## config.mk

```make
export PLATFORM = sky130hd
export DESIGN_NAME = fifo_sync_param
export DESIGN_NICKNAME = d
export VERILOG_FILES = /design/src/rtl/fifo_sync_param.sv
export SDC_FILE = /design/constraint.sdc
export NUM_CORES = 1
export LEC_CHECK = 0
export BUFFER_PORTS_ARGS = -buffer_cell sky130_fd_sc_hd__buf_2
export CAP_MARGIN = 20
export CORE_AREA = 2 2 84 147
export DETAILED_ROUTE_END_ITERATION = 7
export DIE_AREA = 0 0 86 149
export MAX_ROUTING_LAYER = met4
export PLACE_DENSITY_LB_ADDON = 0.12
export SKIP_LAST_GASP = 1
export SLEW_MARGIN = 20
export SYNTH_ARGS = -nofsm -noshare
export SYNTH_HDL_FRONTEND = slang
export SYNTH_SLANG_ARGS = --single-unit
```

## constraint.sdc

```tcl
create_clock -name clk -period 4.1 [get_ports clk]
set_input_delay 0.205 -clock clk [delete_from_list [all_inputs] [get_ports clk]]
set_output_delay 0.205 -clock clk [all_outputs]
set_load 0.02 [all_outputs]
```

## src/rtl/fifo_sync_param.sv

```systemverilog
// Parametrised single-clock FIFO with occupancy count, almost flags, error pulses and flush.
// Define FIFO_FWFT_EN for first-word-fall-through reads; the default build uses a registered dout.
module fifo_sync_param #(
    parameter int unsigned DATA_W     = 8,
    parameter int unsigned DEPTH      = 16,
    parameter int unsigned AFULL_THR  = DEPTH - 2,
    parameter int unsigned AEMPTY_THR = 2
) (
    input  logic                       clk,
    input  logic                       rst,
    input  logic                       flush,
    input  logic                       wr_n,
    input  logic                       rd_n,
    input  logic [DATA_W-1:0]          din,
    output logic [DATA_W-1:0]          dout,
    output logic                       full,
    output logic                       empty,
    output logic                       almost_full,
    output logic                       almost_empty,
    output logic [$clog2(DEPTH):0]     count,
    output logic                       overflow,
    output logic                       underflow
);

    localparam int unsigned AW = $clog2(DEPTH);
    localparam int unsigned CW = AW + 1;

    logic [DATA_W-1:0] mem_q [DEPTH];

    logic [AW-1:0] wr_ptr_q, wr_ptr_d;
    logic [AW-1:0] rd_ptr_q, rd_ptr_d;
    logic [CW-1:0] count_q, count_d;
    logic          full_q, full_d;
    logic          empty_q, empty_d;
    logic          afull_q, afull_d;
    logic          aempty_q, aempty_d;
    logic          ovf_q, ovf_d;
    logic          unf_q, unf_d;
    logic          rd_acc;
    logic          wr_acc;

    // Flush suppresses both accepts and error pulses; a read frees the slot a full-FIFO write needs.
    always_comb begin
        rd_acc = !flush && !rd_n && !empty_q;
        wr_acc = !flush && !wr_n && (!full_q || rd_acc);
        ovf_d  = !flush && !wr_n && full_q && !rd_acc;
        unf_d  = !flush && !rd_n && empty_q;

        wr_ptr_d = wr_ptr_q;
        rd_ptr_d = rd_ptr_q;
        count_d  = count_q;

        if (wr_acc) begin
            wr_ptr_d = wr_ptr_q + AW'(1);
        end
        if (rd_acc) begin
            rd_ptr_d = rd_ptr_q + AW'(1);
        end

        case ({wr_acc, rd_acc})
            2'b10:   count_d = count_q + CW'(1);
            2'b01:   count_d = count_q - CW'(1);
            default: count_d = count_q;
        endcase

        if (flush) begin
            wr_ptr_d = '0;
            rd_ptr_d = '0;
            count_d  = '0;
        end

        full_d   = (count_d == CW'(DEPTH));
        empty_d  = (count_d == '0);
        afull_d  = (count_d >= CW'(AFULL_THR));
        aempty_d = (count_d <= CW'(AEMPTY_THR));
    end

    always_ff @(posedge clk) begin
        if (wr_acc && !rst) begin
            mem_q[wr_ptr_q] <= din;
        end
    end

    always_ff @(posedge clk) begin
        if (rst) begin
            wr_ptr_q <= '0;
            rd_ptr_q <= '0;
            count_q  <= '0;
            full_q   <= 1'b0;
            empty_q  <= 1'b1;
            afull_q  <= 1'b0;
            aempty_q <= 1'b1;
            ovf_q    <= 1'b0;
            unf_q    <= 1'b0;
        end else begin
            wr_ptr_q <= wr_ptr_d;
            rd_ptr_q <= rd_ptr_d;
            count_q  <= count_d;
            full_q   <= full_d;
            empty_q  <= empty_d;
            afull_q  <= afull_d;
            aempty_q <= aempty_d;
            ovf_q    <= ovf_d;
            unf_q    <= unf_d;
        end
    end

`ifdef FIFO_FWFT_EN
    assign dout = mem_q[rd_ptr_q];
`else
    logic [DATA_W-1:0] dout_q, dout_d;

    always_comb begin
        dout_d = dout_q;
        if (rd_acc) begin
            dout_d = mem_q[rd_ptr_q];
        end
    end

    // Flush leaves dout alone; only reset clears it.
    always_ff @(posedge clk) begin
        if (rst) begin
            dout_q <= '0;
        end else begin
            dout_q <= dout_d;
        end
    end

    assign dout = dout_q;
`endif

    assign full         = full_q;
    assign empty        = empty_q;
    assign almost_full  = afull_q;
    assign almost_empty = aempty_q;
    assign count        = count_q;
    assign overflow     = ovf_q;
    assign underflow    = unf_q;

endmodule

```

==> impl_metrics.ini <==
[worst_setup_path]
critPathLaunch = rd_n
worstSetupStartpointType = input port
r2r_start = empty$_SDFF_PP1_
worstPathArrival_ns = 3.83
worstSetupPathType = input port to register
crit_fanout = 20
timing.rr.end = empty$_SDFF_PP1_
reg2regPathDepth = 12
required_ns = 4.40
worstSetupEndpointType = register
rrSetupSlack_ns = 0.66

[cts]
cts.sinks = 155
clock_latency_ns = 0.42
hold_buffers = 2
cts.path.max_buffers = 2
cts.htree.levels = 4
cts-root-buf = clkbuf_16
cts_inserted_buffers = 17
post_cts_resized = 0
clkTransAtPathRegs_ns = 0.06
cts_tree = built
cts_setup_buffers = 0

[synth]
synth_top_cell_area_share = 0.612
netlist-cell-type-count = 48
syn-num-nets = 386
synth_warnings = 0
synth-edff-count = 128
synth.largest_area_cell = edfxtp_1
synthArstFlopShare = 0
synth_area_leaders = edfxtp_1 61%, dfxtp_1 8.6%, mux4_2 7.2%
yosysSeqAreaShare = 0.698
synth-main-ff-cell = edfxtp_1
syn_inst = 365
synth_area_um2 = 6280
syn_area_per_cell_um2 = 17.2
synth_seq_cells = 155

[min_path]
hold_end = almost_empty$_SDFF_PP1_
hp-start = flush
min_path_cells = 3
hold_class = input port to register

[global_routing]
grt_max_degree = 23
grt_pass1_vias = 3425
grt_use_total = 0.220
grt_first_pass_wirelength_mm = 19.3
grt_overflow_total = 0
antenna_found_initial = 0

[floorplanning]
io_pins = 32
initial_core_util = 0.535
rows = 53
die_w_um = 86
fp.dieH_um = 149
core_area_um2 = 11700
die_area_um2 = 12800

[placement]
gp_congestion = 0.801
port_buffers = 31
dpl.hpwl_mm = 8.66
place_inst = 517

[timing]
period_share = 0.860
min_period_ns = 3.53
fmax_ghz = 0.283
relSlewSlack = 0.351
setup_tns_ns = 0
finalMaxSlewViolations = 0
rsz0062_at_grt = false
hold_ws_ns = 0.0661
setup_viol = 0
fin_skew_ns = 0.00909
hold_viol_final = 0
worst-slew-pin-transition_ns = 0.970

[routing]
vias = 3350
drtIter0Drc = 178
route.detailed.drc = 0
wl_met3_um = 532
wl_mm = 12.7
highest_layer = met4
ant_nets = 0
wl_met1_mm = 4.55
wl_per_cell_um = 23.1
vias_per_cell = 6.08
wl_met2_mm = 7.35
firstDrtPassIters = 4

[pwr]
power_density_nw_per_um2 = 462
peakVddDrop_uv = 319
power_mw = 3.28
cellLeakagePower_nw = 2.37

[cells_and_area]
fin_cells = 551
drive_above_1_share = 0.227
layout.nets = 422
fillers = 870
layout_commonest_cell = edfxtp_1
mostFrequentLayoutCells = 128 x edfxtp_1, 41 x nor2_1, 31 x buf_2, 26 x dfxtp_1
multiInputGateArea_um2 = 1720
area_delta_synth_final_pct = 13.0
regArea_um2 = 4390
num_antenna_cells = 0

[run]
cap_violations = 0

[outcome]
outcome = finished clean
## layout make-up
type | instances | share of cell area
sequential | 155 | 0.618
multi-input combinational | 182 | 0.242
clock buffer | 17 | 0.0599
timing repair buffer | 40 | 0.0321
tap | 137 | 0.0241
clock inverter | 15 | 0.0211
inverter | 5 | 0.00264
## kinds of logic (layout without fill, tap and decap cells)
group | after synthesis | after routing | synth area share
DFF | 155 | 155 | 0.698
muxes | 32 | 32 | 0.122
buffers and inverters | 28 | 77 | 0.0285
and+or+nand+nor | 78 | 78 | 0.0585
adders and majority gates | 8 | 8 | 0.0159
xor gates and xnor gates | 13 | 13 | 0.0205
AOI/OAI and AO/OA | 51 | 51 | 0.0570
## critical path, cell delays in order
cell and delay (ns):
dlygate4sd3_1 0.54, buf_2 0.14, or3_4 0.45, a211oi_2 0.45
inv_1 0.12, ha_1 0.34, xor2_1 0.22, ha_1 0.24
a21oi_2 0.16, xor2_1 0.20, and4b_1 0.22, a32o_1 0.20
nor2_1 0.22, o31ai_1 0.12
## state kept, by name, indices dropped and copies added, names as in the netlist
name          count
almost_empty      1
almost_full       1
count             5
dout              8
empty             1
full              1
mem_q           128
overflow          1
rd_ptr_q          4
underflow         1
wr_ptr_q          4
## cells in the mapped netlist (2+ instances only)
library cell	instances
xnor2_1	5
nand2_1	12
o21ai_0	2
dfxtp_1	27
o31ai_1	2
xor2_1	7
inv_1	5
buf_6	3
ha_1	8
buf_4	5
nand2b_1	2
nor2_1	41
a21oi_1	20
nand4_1	2
mux4_2	20
a211oi_1	2
mux4_1	12
buf_2	5
edfxtp_1	128
a22oi_1	17
nand3b_1	2
nor3b_1	2
nor3_1	6
nor2b_1	2
clkbuf_1	4
buf_1	2
## metal layers
layer | vias to the layer above | global-route usage
met3 | 23 | 0.0459
li1 | 1506 | -
met2 | 109 | 0.400
met4 | 0 | 0.0873
met1 | 1712 | 0.227
met5 | - | -
## power breakdown
group	total, mW	internal [mW]	leakage, nW	switching, mW
sequential	1.71	1.71	1.37	0.00469
combinational	0.0694	0.0217	0.728	0.0478
clock	1.50	0.892	0.268	0.608
## worst max-delay path by stage
stage / endpoint / slack [ns] / cells after the start
6_report: empty$_SDFF_PP1_ / 0.57 / 14
5_1_grt: empty$_SDFF_PP1_ / 0.36 / 14
4_1_cts: empty$_SDFF_PP1_ / 0.60 / 14
3_5_place_dp: empty$_SDFF_PP1_ / 0.64 / 13
3_3_place_gp: empty$_SDFF_PP1_ / 0.74 / 13
2_1_floorplan: almost_empty$_SDFF_PP1_ / 1.06 / 13
## through the flow
| step | util | instance area [um^2] | worst slack [ns] |
|---|---|---|---|
| 2_1_floorplan | - | 6280 | 1.06 |
| 3_3_place_gp | 0.554 | 6500 | 0.736 |
| 3_5_place_dp | 0.554 | 6500 | 0.642 |
| 4_1_cts | 0.605 | 7100 | 0.595 |
| 5_1_grt | 0.605 | 7100 | 0.358 |
| 6_report | 0.605 | 7100 | 0.572 |
(Power assumes the default switching activity.)
